**config.mk**
```make
export PLATFORM = sky130hd
export DESIGN_NAME = audio_gain_ramp
export DESIGN_NICKNAME = d
export VERILOG_FILES = /design/src/rtl/audio_gain_ramp.sv
export SDC_FILE = /design/constraint.sdc
export NUM_CORES = 1
export LEC_CHECK = 0
export CAP_MARGIN = 20
export CORE_ASPECT_RATIO = 1.25
export CORE_MARGIN = 2
export CORE_UTILIZATION = 35
export CTS_CLUSTER_SIZE = 24
export DETAILED_ROUTE_END_ITERATION = 10
export GPL_ROUTABILITY_DRIVEN = 1
export PLACE_DENSITY = 0.64
export REMOVE_ABC_BUFFERS = 1
export SKIP_CTS_REPAIR_TIMING = 1
export SLEW_MARGIN = 20
export SYNTH_ARGS = -nofsm -noshare
export SYNTH_HDL_FRONTEND = slang
export SYNTH_SLANG_ARGS = --single-unit
```
**constraint.sdc**
```tcl
create_clock -name mclk -period 5.8 [get_ports mclk]
set_input_delay 1.16 -clock mclk [delete_from_list [all_inputs] [get_ports mclk]]
set_output_delay 1.16 -clock mclk [all_outputs]
set_load 0.03 [all_outputs]
```
**src/rtl/audio_gain_ramp.sv**
```systemverilog
// -----------------------------------------------------------------------------
// audio_gain_ramp
//
// Stereo gain stage that sits between an I2S receiver and an I2S transmitter.
// Each accepted stereo frame is multiplied by the current gain. One shared
// multiplier handles the left channel and then the right channel. The gain is
// scaled so that 128 is unity, and the result is saturated to 16 bits.
//
// The applied gain (cur_gain) does not jump to the requested target. It moves
// by one LSB every RAMP_DIV accepted frames. This avoids the zipper noise that
// a step change in volume would cause. Because cur_gain starts at 0 after
// reset, the output always fades up from silence.
//
// Parameters
//   RAMP_DIV      accepted frames per one-LSB gain step (1..1023)
//
// Ports
//   mclk          I2S main clock; every register updates on its rising edge
//   rst_n         asynchronous active-low reset
//   in_valid      one-cycle pulse: a new stereo frame is on in_l/in_r
//   in_l, in_r    signed 16-bit input samples
//   in_ready      high when a frame can be accepted (state IDLE)
//   target_gain   unsigned gain target, 128 = unity, 255 = about 1.99x
//   mute          forces the effective target to 0; cur_gain ramps down
//   out_valid     one-cycle pulse: a processed frame is on out_l/out_r
//   out_l, out_r  signed 16-bit processed samples, held between frames
//   gain_settled  cur_gain equals the effective target
//   overrun       sticky: a frame arrived while busy and was dropped
//   clip          sticky: a channel saturated (clip detection build only)
//
// Build option
//   AUDIO_GAIN_CLIP_DETECT_EN  when defined, clip records saturation events
//                              until reset. When undefined, clip is tied to 0.
//                              Saturation of the samples is always performed.
// -----------------------------------------------------------------------------
module audio_gain_ramp #(
   parameter int unsigned RAMP_DIV = 64
) (
   input  logic               mclk,
   input  logic               rst_n,
   input  logic               in_valid,
   input  logic signed [15:0] in_l,
   input  logic signed [15:0] in_r,
   output logic               in_ready,
   input  logic [7:0]         target_gain,
   input  logic               mute,
   output logic               out_valid,
   output logic signed [15:0] out_l,
   output logic signed [15:0] out_r,
   output logic               gain_settled,
   output logic               overrun,
   output logic               clip
);

   // One frame takes four clocks, IDLE -> MUL_L -> MUL_R -> OUT.
   // out_valid is therefore high exactly 3 clocks after the in_valid cycle.
   typedef enum logic [1:0] {
      IDLE  = 2'd0,
      MUL_L = 2'd1,
      MUL_R = 2'd2,
      OUT   = 2'd3
   } state_t;

   localparam int CNT_W = 10;
   localparam logic [CNT_W-1:0] CNT_LAST = CNT_W'(RAMP_DIV - 1);

   // Saturation limits, expressed at the width of the shifted product
   localparam logic signed [17:0] POS_LIM = 18'sd32767;
   localparam logic signed [17:0] NEG_LIM = -18'sd32768;

   state_t             state;
   logic [7:0]         cur_gain;
   logic [CNT_W-1:0]   frame_cnt;

   // Frame captured on acceptance, and the left result held until OUT
   logic signed [15:0] smp_l;
   logic signed [15:0] smp_r;
   logic [7:0]         gain_q;
   logic signed [15:0] res_l;

   logic [7:0]         eff_target;
   logic               accept;
   logic               cnt_wrap;
   logic signed [15:0] mul_a;
   logic signed [24:0] product;
   logic signed [17:0] scaled;
   logic signed [15:0] sat_val;

   // ---------------------------------------------------------------------
   // Control decode
   // ---------------------------------------------------------------------
   assign eff_target   = mute ? 8'd0 : target_gain;
   assign in_ready     = (state == IDLE);
   assign accept       = in_valid && (state == IDLE);
   assign cnt_wrap     = (frame_cnt == CNT_LAST);
   assign gain_settled = (cur_gain == eff_target);

   // ---------------------------------------------------------------------
   // Shared multiplier: selects the left sample in MUL_L and the right
   // sample in MUL_R. The gain gets a zero MSB so it is always read as
   // positive, which gives a 16 x 9 signed product that fits in 25 bits.
   // ---------------------------------------------------------------------
   assign mul_a   = (state == MUL_R) ? smp_r : smp_l;
   assign product = mul_a * $signed({1'b0, gain_q});

   // Dropping the 7 LSBs of a two's-complement value is an arithmetic shift,
   // so the result rounds toward negative infinity (-1.5 becomes -2).
   assign scaled  = product[24:7];

   // NOTE: every variable assigned in always_comb is given a default first.
   // Without the default, a path that skips the assignment infers a latch.
   always_comb begin
      sat_val = scaled[15:0];
      if (scaled > POS_LIM) begin
         sat_val = 16'sh7FFF;
      end else if (scaled < NEG_LIM) begin
         sat_val = -16'sh8000;
      end
   end

   // ---------------------------------------------------------------------
   // Datapath capture registers
   // ---------------------------------------------------------------------
   // NOTE: these registers have no reset on purpose. Every frame overwrites
   // them on acceptance before anything reads them. Leaving the reset off
   // keeps the reset network smaller and has no effect on function.
   always_ff @(posedge mclk) begin
      if (accept) begin
         smp_l  <= in_l;
         smp_r  <= in_r;
         gain_q <= cur_gain;
      end
      if (state == MUL_L) begin
         res_l <= sat_val;
      end
   end

   // ---------------------------------------------------------------------
   // FSM, gain ramp and registered outputs
   // ---------------------------------------------------------------------
   // NOTE: sequential state uses non-blocking assignments only. This way
   // every register samples values from before the clock edge, whatever
   // order the statements are written in.
   always_ff @(posedge mclk or negedge rst_n) begin
      if (!rst_n) begin
         state     <= IDLE;
         cur_gain  <= 8'd0;
         frame_cnt <= '0;
         out_l     <= 16'sd0;
         out_r     <= 16'sd0;
         out_valid <= 1'b0;
         overrun   <= 1'b0;
      end else begin
         out_valid <= 1'b0;

         // The busy states ignore a frame that arrives while busy. The frame
         // leaves no trace in the datapath. Only the sticky flag records it.
         if (in_valid && (state != IDLE)) begin
            overrun <= 1'b1;
         end

         case (state)
            IDLE: begin
               if (in_valid) begin
                  state <= MUL_L;
                  // The frame keeps the gain it captured above. Any step
                  // taken here applies from the next frame onward.
                  if (cnt_wrap) begin
                     frame_cnt <= '0;
                     if (cur_gain < eff_target) begin
                        cur_gain <= cur_gain + 8'd1;
                     end else if (cur_gain > eff_target) begin
                        cur_gain <= cur_gain - 8'd1;
                     end
                  end else begin
                     frame_cnt <= frame_cnt + 1'b1;
                  end
               end
            end

            MUL_L: begin
               state <= MUL_R;
            end

            MUL_R: begin
               // The right result comes straight from the multiplier. The
               // left result was stored one clock earlier.
               state     <= OUT;
               out_l     <= res_l;
               out_r     <= sat_val;
               out_valid <= 1'b1;
            end

            OUT: begin
               state <= IDLE;
            end

            default: begin
               state <= IDLE;
            end
         endcase
      end
   end

   // ---------------------------------------------------------------------
   // Clip detection (optional)
   // ---------------------------------------------------------------------
`ifdef AUDIO_GAIN_CLIP_DETECT_EN
   logic sat_hit;
   logic clip_q;

   assign sat_hit = (scaled > POS_LIM) || (scaled < NEG_LIM);

   // The multiplier output is only meaningful while a channel is in flight.
   always_ff @(posedge mclk or negedge rst_n) begin
      if (!rst_n) begin
         clip_q <= 1'b0;
      end else if (((state == MUL_L) || (state == MUL_R)) && sat_hit) begin
         clip_q <= 1'b1;
      end
   end

   assign clip = clip_q;
`else
   assign clip = 1'b0;
`endif

endmodule

```
==> summary.md, run 1 <==
| Metric | Value |
|---|---|
| Cts bufs inserted | `9` |
| Worst setup EP type | `flop` |
| FF-to-FF path depth | `22` |
| Final ANT Viol Nets | `0` |
| Final hold vios | `0` |
| Core ar. | `25,800 um2` |
| Initial core utilization | `0.354` |
| Crit path launch type | `flop` |
| Worst-path clk slew | `70 ps` |
| FF-to-FF setup slack | `40 ps` |
| Worst Max-Slew Pin Slew | `869 ps` |
| Status | `complete, no violations` |
| H-Tree Depth | `3` |
| Pin count of the biggest net entering global routing | `55` |
| Area Growth Syn to Fin | `30.6%` |
| Synth top area share | `0.223` |
| Fmax | `173 MHz` |
| Crit path time final | `5760 ps` |
| Min setup slack post-route | `35.3 ps` |
| Hold Crit Depth | `1` |
| Clock sink count | `110` |
| PortBufs | `79` |
| Max-cap viol count | `0` |
| CTS tree | `yes` |
| Die Height | `185 um` |
| Die W | `149 um` |
| Setup WS pre-CTS | `-322 ps` |
| Via count | `6,405` |
| Hold WC Path Type | `reg -> reg` |
| DP HPWL | `15.1 mm` |
| Sequential area share after synthesis | `0.332` |
| RSZ-0062 raised after global routing | `yes` |
| Tcrit/Tclk final | `0.994` |
| Die Area | `27,400 um2` |
| Final Skew | `8.23 ps` |
| Mapped Area | `9140 um2` |
| Number of vias per cell | `4.64` |
| Wire length of the first global-routing pass | `33.4 mm` |
| Drt first pass iters | `4` |
| Most common library cells after synthesis | `inv_1 (151), fa_1 (102), nand2_1 (85)` |
| WP data required | `6050 ps` |
| Count of warnings emitted by yosys | `0` |
| Grt total ovfl | `0` |
| IO Pins | `81` |
| Final GP Congestion | `0.811` |
| Worst Setup SP | `state[0]` |
| Rel. slew slack | `0.421` |
| Crit path to | `out_r[12]` |
| FFs w/ async S/R, synth | `0.491` |
| Avg Inst Size Synth | `10.8 um2` |
| Fill count | `2,402` |
| Tot GR Track Use | `0.154` |
| Slew Viols, Final | `0` |
| Vias in the first global route | `7,025` |
| # nets final | `1,244` |
| Arr. time, crit path | `6010 ps` |
| CTS max path bufs | `2` |
| Wire length per cell | `14.7 um` |
| Main synth FF type | `edfxtp_1` |
| First DRT Iteration DRCs | `206` |
| Share of cells above drive strength 1 | `0.272` |
| Initial antenna violation count | `0` |
| Synth area leader | `fa_1` |
| Setup Crit Path Kind | `reg -> reg` |
| # DRC | `0` |
| Ant diodes | `0` |
| Synthesized instance count | `845` |
| Detailed Route WL | `20.2 mm` |
| Latest clock arrival within the worst-skew pair | `360 ps` |
| FP Rows | `66` |
| Root Buffer | `clkbuf_16` |
| Top-count cell post-synth | `inv_1` |
| Netlist cell types | `55` |
| Worst Hold Slack | `458 ps` |
| Final setup fails | `0` |
| Synth Register Bits | `110` |
| CP max FO | `8` |
| Worst r2r src | `state[0]` |
| Number of synthesized flops with an enable pin | `56` |
| Largest cells by area after synthesis | `fa_1 (22%), edfxtp_1 (18%), dfrtp_1 (15%)` |
| Worst reg2reg endpoint | `out_r[12]` |
## per-stage QoR
step | cells | cell area [um2] | utilization | setup TNS, ps
after floorplan | 824 | 9040 | - | -43370
after CTS | 1358 | 11300 | 0.438 | -6640
after global placement | 1342 | 11000 | 0.426 | -3590
after detailed placement | 1342 | 11000 | 0.426 | -5870
after global routing | 1379 | 11900 | 0.462 | -2370
final | 1379 | 11900 | 0.462 | 0
## kinds of logic after synthesis
group                      share of synthesized area
buffers and inverters                         0.0736
muxes                                         0.0476
AOI/OAI and AO/OA                             0.0691
other                                       0.000410
DFF                                            0.332
and+or+nand+nor                                0.130
xor gates and xnor gates                      0.0364
adders and majority gates                      0.311
## how the worst min path moves through the flow
stage	end	from	slack, ps
after floorplan	frame_cnt[9]	frame_cnt[9]	440
after global placement	overrun	overrun	450
after detailed placement	overrun	overrun	440
after CTS	overrun	overrun	460
after global routing	overrun	overrun	470
final	overrun	overrun	460
## critical path, cell delays in order (launching register included)
cell and delay, ps:
dfrtp_1 390, inv_2 80, ha_4 190, mux2_4 360, and2_4 180, fa_1 580, inv_2 70, fa_1 530
inv_1 50, fa_1 530, inv_1 50, fa_1 520, inv_1 40, ha_2 170, a21o_1 180, a21oi_2 130
o21ai_2 70, and2_4 160, or2_4 230, or3b_4 410, a22o_4 300, a21boi_4 150, mux2_4 250
## state kept, by name (all words and copies together) (netlist names)
register   count
out_l         16
out_r         16
res_l         16
smp_l         16
smp_r         16
frame_cnt     10
cur_gain       8
gain_q         8
state          2
out_valid      1
overrun        1
## cell type report
cell class              count  area (um2)  area share
flip-flops and latches    110        3030       0.254
repair buffers            197        1770       0.148
multi-input cells         565        5840       0.489
clock inverters             7        80.1     0.00671
inverters                 151         567      0.0475
clock buffers               9         225      0.0189
well taps                 340         425      0.0356
## layout by cell type, fill, tap and decap left out, types with 19 or more instances in the layout
master	netlist	final
clkdlybuf4s50_1	0	78
buf_4	1	106
fa_1	102	96
a21oi_1	26	22
dfrtp_1	54	54
inv_1	151	132
nand2_1	85	67
nor2_1	30	28
mux2_2	36	23
and2_1	58	48
edfxtp_1	56	56
xnor2_1	26	25
inv_2	0	19
nor2b_1	19	19
ha_1	64	49
## layer usage
| layer | track usage | part of all wire | vias up | wire (um) |
|---|---|---|---|---|
| met2 | 0.297 | 0.54 | 82 | 10900 |
| met3 | 0.0205 | 0.021 | 25 | 432 |
| met5 | 0 | 0 | - | 0 |
| li1 | - | - | 3056 | - |
| met1 | 0.176 | 0.42 | 3242 | 8420 |
| met4 | 0.0404 | 0.022 | 0 | 448 |
Power of run 1 is left out: the tool's default activity adds up to more than one toggle a clock period on the data nets, which glitch-free logic cannot reach.
==> run 2: changes to the inputs <==
--- a/config.mk
+++ b/config.mk
@@ -8,11 +8,11 @@
 export CAP_MARGIN = 20
 export CORE_ASPECT_RATIO = 1.25
 export CORE_MARGIN = 2
-export CORE_UTILIZATION = 35
+export CORE_UTILIZATION = 54
 export CTS_CLUSTER_SIZE = 24
 export DETAILED_ROUTE_END_ITERATION = 10
 export GPL_ROUTABILITY_DRIVEN = 1
-export PLACE_DENSITY = 0.64
+export PLACE_DENSITY = 0.87
 export REMOVE_ABC_BUFFERS = 1
 export SKIP_CTS_REPAIR_TIMING = 1
 export SLEW_MARGIN = 20
==> run 2 against run 1 <==
Against the previous run:
- the run now ends with negative setup slack left
- cell area is 0.13% lower
- hold slack better by 10 ps
- clock skew rose by 7.5 ps
- core utilization increased by 25 points
- maximum frequency fell by 3.0%
- critical path type unchanged
- highest routed layer unchanged
==> summary.md, run 2 (synthesized netlist as in run 1, its figures left out) <==
| Metric | Value |
|---|---|
| Status | `finished with violations` |
| Failing checks | `negative setup slack` |
| Core ar. | `16,700 um2 (-35%)` |
| Worst setup EP type | `flop` |
| Via count | `6,856 (+7.0%)` |
| Final ANT Viol Nets | `0 (unchanged)` |
| Clock sink count | `110 (unchanged)` |
| DP HPWL | `15.3 mm (+1.3%)` |
| Final Skew | `15.8 ps (+7.54 ps)` |
| Die Area | `18,000 um2 (-34%)` |
| Vias in the first global route | `7,125 (+1.4%)` |
| Wire length of the first global-routing pass | `32.8 mm (-1.6%)` |
| Share of cells above drive strength 1 | `0.296 (+0.0241)` |
| Detailed Route WL | `22.6 mm (+12%)` |
| Root Buffer | `clkbuf_16` |
| Crit-path max cell delay | `540 ps (-40 ps)` |
| # placed instances | `1,227 (-8.6%)` |
| IO Pins | `81 (unchanged)` |
| Initial core utilization | `0.547 (+0.193)` |
| Final GP Congestion | `0.907 (+12%)` |
| CTS max path bufs | `2 (unchanged)` |
| # nets final | `1,244 (unchanged)` |
| H-Tree Depth | `3 (unchanged)` |
| First DRT Iteration DRCs | `432 (+110%)` |
| CTS tree | `yes` |
| Initial antenna violation count | `0 (unchanged)` |
| Min setup slack post-route | `-145 ps (-181 ps)` |
| RSZ-0062 raised after global routing | `yes` |
| Worst-path clk slew | `80 ps (about the same)` |
| Max-cap viol count | `0 (unchanged)` |
| Buf/Inv on CP | `9 (+4)` |
| Commonest cells after routing, fill and taps aside | `inv_1 (123), buf_4 (99), fa_1 (97), clkdlybuf4s50_1 (78), edfxtp_1 (56)` |
| Most common cell after layout, fill and taps aside | `inv_1` |
| Die Height | `149 um (-19%)` |
| Rel. slew slack | `0.445 (+0.0242)` |
| CP max FO | `8 (unchanged)` |
| Tcrit/Tclk final | `1.03 (+0.0311)` |
| Grt total ovfl | `0 (unchanged)` |
| Cts bufs inserted | `9 (unchanged)` |
| Number of vias per cell | `5.45 (+17%)` |
| Drt first pass iters | `5 (+1)` |
| Area Growth Syn to Fin | `30.4%` |
| Die W | `120 um (-19%)` |
| Crit path time final | `5950 ps (+181 ps)` |
| Fmax | `168 MHz (-3.0%)` |
| Wire length per cell | `18.0 um (+22%)` |
| Tot GR Track Use | `0.235 (+0.0814)` |
| Final hold vios | `0 (unchanged)` |
| Latest clock arrival within the worst-skew pair | `370 ps (about the same)` |
| Arr. time, crit path | `6060 ps (+50 ps)` |
| Slew Viols, Final | `0 (unchanged)` |
| Crit path launch type | `flop` |
| Crit path max-delay family | `adder cells` |
| Ant diodes | `0 (unchanged)` |
| PortBufs | `79 (unchanged)` |
| WP data required | `5920 ps (-130 ps)` |
| # DRC | `0 (unchanged)` |
| Worst Max-Slew Pin Slew | `833 ps (-36.3 ps)` |
| FP Rows | `53 (-20%)` |
| Crit-path slowest cell | `fa_1` |
| Non-Filler Instances | `1,259 (-8.7%)` |
| Pin count of the biggest net entering global routing | `55 (unchanged)` |
| Hold WC Path Type | `reg -> reg` |
| Setup Crit Path Kind | `reg -> reg` |
| Final setup fails | `29 (+29)` |
[run 2: changes by cell type in the layout (fill, tap and decap cells not counted), sizes merged]
cell,before,now
clkbuf,10,9
bufinv,1,0
buf,118,120
inv,154,155
a22o,2,1
[run 2: cell type report]
cell class,count,area [um2]
multi-input cells,564,5970
fillers,1073,4790
flip-flops and latches,110,3030
repair buffers,198,1790
inverters,151,567
well taps,220,275
clock buffers,9,225
clock inverters,7,65.1
[run 2: per-layer routing]
layer | wire, um | track usage | vias to the layer above
met5 | 0 | 0 | -
met4 | 1080 | 0.0843 | 0
met3 | 1080 | 0.0423 | 98
met2 | 12900 | 0.460 | 258
met1 | 7580 | 0.247 | 3434
li1 | - | - | 3066
[run 2: worst paths after layout]
path	depth (start not counted)	slack [ps]	start	end
max	26	-150	state[0]	res_l[8]
min	1	470	overrun	overrun
max reg2reg	26	-150	state[0]	res_l[8]
min reg2reg	1	470	overrun	overrun
max in group asynchronous	2	4420	rst_n	out_r[0]
min in group asynchronous	2	920	rst_n	overrun
[run 2: worst register-to-register path, stage by stage, from the launching register on]
cell	delay, ps
dfrtp_1	390
inv_2	80
ha_4	160
buf_12	140
buf_8	130
mux2_4	350
buf_4	160
and2_1	160
ha_1	280
inv_1	50
fa_1	510
inv_2	40
fa_1	540
inv_1	70
fa_1	410
inv_1	140
ha_4	220
a21o_1	200
a21oi_2	180
o21ai_2	90
and2_4	160
or2_1	240
or3b_4	410
a22o_4	290
buf_12	150
nand2_4	50
nand2_1	90
[run 2: stage by stage]
step | hold WS [ps] | setup WS, ps | util | cell area (um2) | TNS [ps]
2_1_floorplan | 439 | -1480 | - | 9040 | -43370
3_3_place_gp | 458 | -189 | 0.653 | 10900 | -4840
3_5_place_dp | 456 | -397 | 0.653 | 10900 | -10230
4_1_cts | 472 | -427 | 0.671 | 11200 | -11030
5_1_grt | 484 | -285 | 0.713 | 11900 | -7350
6_report | 468 | -145 | 0.713 | 11900 | -2680
Power of run 2 is left out for the same reason.
==> run 3: changes to the inputs <==
==> constraint.sdc (replaced) <==
create_clock -name mclk -period 5.1 [get_ports mclk]
set_input_delay 1.02 -clock mclk [delete_from_list [all_inputs] [get_ports mclk]]
set_output_delay 1.02 -clock mclk [all_outputs]
set_load 0.03 [all_outputs]
==> run 3 against run 2 <==
Against the previous run:
- the flow still finishes with violations (negative setup slack)
- first-iteration DRC count down 11%
- clock skew down 1.8 ps
- cell area up 1.5%
- global-route usage about the same
- maximum frequency down 1.9%
- flip-flop and latch count unchanged
- hold slack better by 3.1 ps
- register-to-register slack worse by 820 ps
- cell count up 0.87%
- non-clock buffer count up 11
- core utilization up 1.1 points
- critical path depth down 2
- critical path type unchanged
- highest routed layer unchanged
==> summary.md, run 3 (synthesized netlist as in run 1, its figures left out) <==
| Metric | Value |
|---|---|
| Max-cap viol count | `0 (unchanged)` |
| CTS max path bufs | `2 (unchanged)` |
| Ant diodes | `0 (unchanged)` |
| Area Growth Syn to Fin | `32.4%` |
| CTS tree | `yes` |
| Final GP Congestion | `0.887 (-2.1%)` |
| Vias in the first global route | `7,267 (+2.0%)` |
| Tot GR Track Use | `0.235 (about the same)` |
| CP dominant cell by count | `fa_1` |
| Die Area | `18,000 um2 (unchanged)` |
| Worst Max-Slew Pin Slew | `810 ps (-22.7 ps)` |
| Status | `finished with violations` |
| Commonest cells after routing, fill and taps aside | `inv_1 (127), buf_4 (110), fa_1 (98), clkdlybuf4s50_1 (78), nand2_1 (59)` |
| PortBufs | `79 (unchanged)` |
| Worst setup EP type | `flop` |
| Crit-path max cell delay | `530 ps (about the same)` |
| Die W | `120 um (unchanged)` |
| Failing checks | `negative setup slack` |
| Slew Viols, Final | `0 (unchanged)` |
| H-Tree Depth | `3 (unchanged)` |
| IO Pins | `81 (unchanged)` |
| Rel. slew slack | `0.460 (+0.0151)` |
| Crit-path cells | `inv_2, ha_4, buf_12, mux2_4, and2_1, fa_1, fa_1, fa_1, inv_2, fa_1, inv_2, ha_4, nand2_1, o211a_1, nor3_2, buf_4, a221o_1, a41oi_2, xnor2_2, a22o_4, clkbuf_16, nand2_4, buf_4, a21oi_2` |
| DP HPWL | `15.3 mm (-0.41%)` |
| Share of cells above drive strength 1 | `0.299 (+0.00261)` |
| Fmax | `165 MHz (-1.9%)` |
| FP Rows | `53 (unchanged)` |
| Min setup slack post-route | `-962 ps (-817 ps)` |
| Die Height | `149 um (unchanged)` |
| Initial core utilization | `0.547 (unchanged)` |
| Wire length per cell | `18.7 um (+4.2%)` |
| Grt total ovfl | `0 (unchanged)` |
| RSZ-0062 raised after global routing | `yes` |
| Hold WC Path Type | `reg -> reg` |
| # DRC | `0 (unchanged)` |
| Arr. time, crit path | `6370 ps (+310 ps)` |
| Setup_tns | `-27,730 ps (-25,040 ps)` |
| Final hold vios | `0 (unchanged)` |
| Via count | `6,907 (+0.74%)` |
| Crit path launch type | `flop` |
| Root Buffer | `clkbuf_16` |
| Number of vias per cell | `5.44 (-0.13%)` |
| Pin count of the biggest net entering global routing | `55 (unchanged)` |
| # nets final | `1,255 (+0.88%)` |
| Tcrit/Tclk final | `1.19 (+0.164)` |
| Core ar. | `16,700 um2 (unchanged)` |
| CP max FO | `6 (-2)` |
| Detailed Route WL | `23.8 mm (+5.1%)` |
| Wire length of the first global-routing pass | `33.1 mm (+0.65%)` |
| Worst-path clk slew | `80 ps (about the same)` |
| Fill count | `1,032 (-3.8%)` |
| Latest clock arrival within the worst-skew pair | `380 ps (about the same)` |
| Final Skew | `14.0 ps (-1.81 ps)` |
| Final setup fails | `32 (+10%)` |
| Crit-path slowest cell | `fa_1` |
| WP data required | `5410 ps (-510 ps)` |
| First DRT Iteration DRCs | `386 (-11%)` |
| Initial antenna violation count | `0 (unchanged)` |
| Setup Crit Path Kind | `reg -> reg` |
| Clock sink count | `110 (unchanged)` |
| Most common cell after layout, fill and taps aside | `inv_1` |
| Crit path time final | `6060 ps (+117 ps)` |
| Cts bufs inserted | `9 (unchanged)` |
| Drt first pass iters | `8 (+3)` |
| Final ANT Viol Nets | `0 (unchanged)` |
| Setup WS pre-CTS | `-1030 ps (-631 ps)` |
-- run 3: changes by cell type in the layout (fill, tap and decap cells not counted), sizes merged --
cell / change
buf: +9
clkinv: -1
clkbuf: +3
clkinvlp: +1
bufinv: +1
inv: -2
-- run 3: area by class of cell --
| type | count | area [um2] | area share |
|---|---|---|---|
| Clock inverter | 6 | 85.1 | 0.00703 |
| Multi-Input combinational cell | 564 | 5980 | 0.494 |
| Inverter | 151 | 567 | 0.0468 |
| Sequential cell | 110 | 3030 | 0.251 |
| Clock buffer | 10 | 250 | 0.0207 |
| Tap cell | 220 | 275 | 0.0227 |
| Timing Repair Buffer | 209 | 1910 | 0.158 |
-- run 3: path summary, 6_finish.rpt --
| path | from | to | slack (ps) | cells after the start |
|---|---|---|---|---|
| max in group asynchronous | rst_n | out_l[0] | 3850 | 2 |
| min in group asynchronous | rst_n | frame_cnt[8] | 780 | 2 |
| max | state[0] | out_r[5] | -960 | 24 |
| max reg2reg | state[0] | out_r[5] | -960 | 24 |
| min | overrun | overrun | 470 | 1 |
| min reg2reg | overrun | overrun | 470 | 1 |
-- run 3: layer usage --
layer / share of wire / routed length, um / global-route usage / vias up
met1: 0.35 / 8230 / 0.247 / 3499
li1: - / - / - / 3084
met4: 0.051 / 1210 / 0.104 / 0
met2: 0.56 / 13400 / 0.453 / 231
met3: 0.040 / 961 / 0.0408 / 93
met5: 0 / 0 / 0 / -
-- run 3: through the flow --
step	hold slack, ps	utilization	cells	area, um2
floorplan	439	-	824	9040
global placement	456	0.661	1243	11000
detailed placement	453	0.661	1243	11000
CTS	479	0.681	1259	11400
global route	489	0.724	1270	12100
finish	471	0.724	1270	12100
-- run 3: critical path: cells and delay by family, from the launching register on --
| kind | cells | cell delay (ps) |
|---|---|---|
| AO/OA/AOI/OAI | 5 | 980 |
| multiplexers | 1 | 340 |
| flip-flops | 1 | 390 |
| XOR/XNOR | 1 | 390 |
| adder cells (fa/ha/maj) | 6 | 2560 |
| buffers and inverters | 7 | 820 |
| AND/OR/NAND/NOR | 4 | 500 |
Power of run 3 is left out for the same reason.
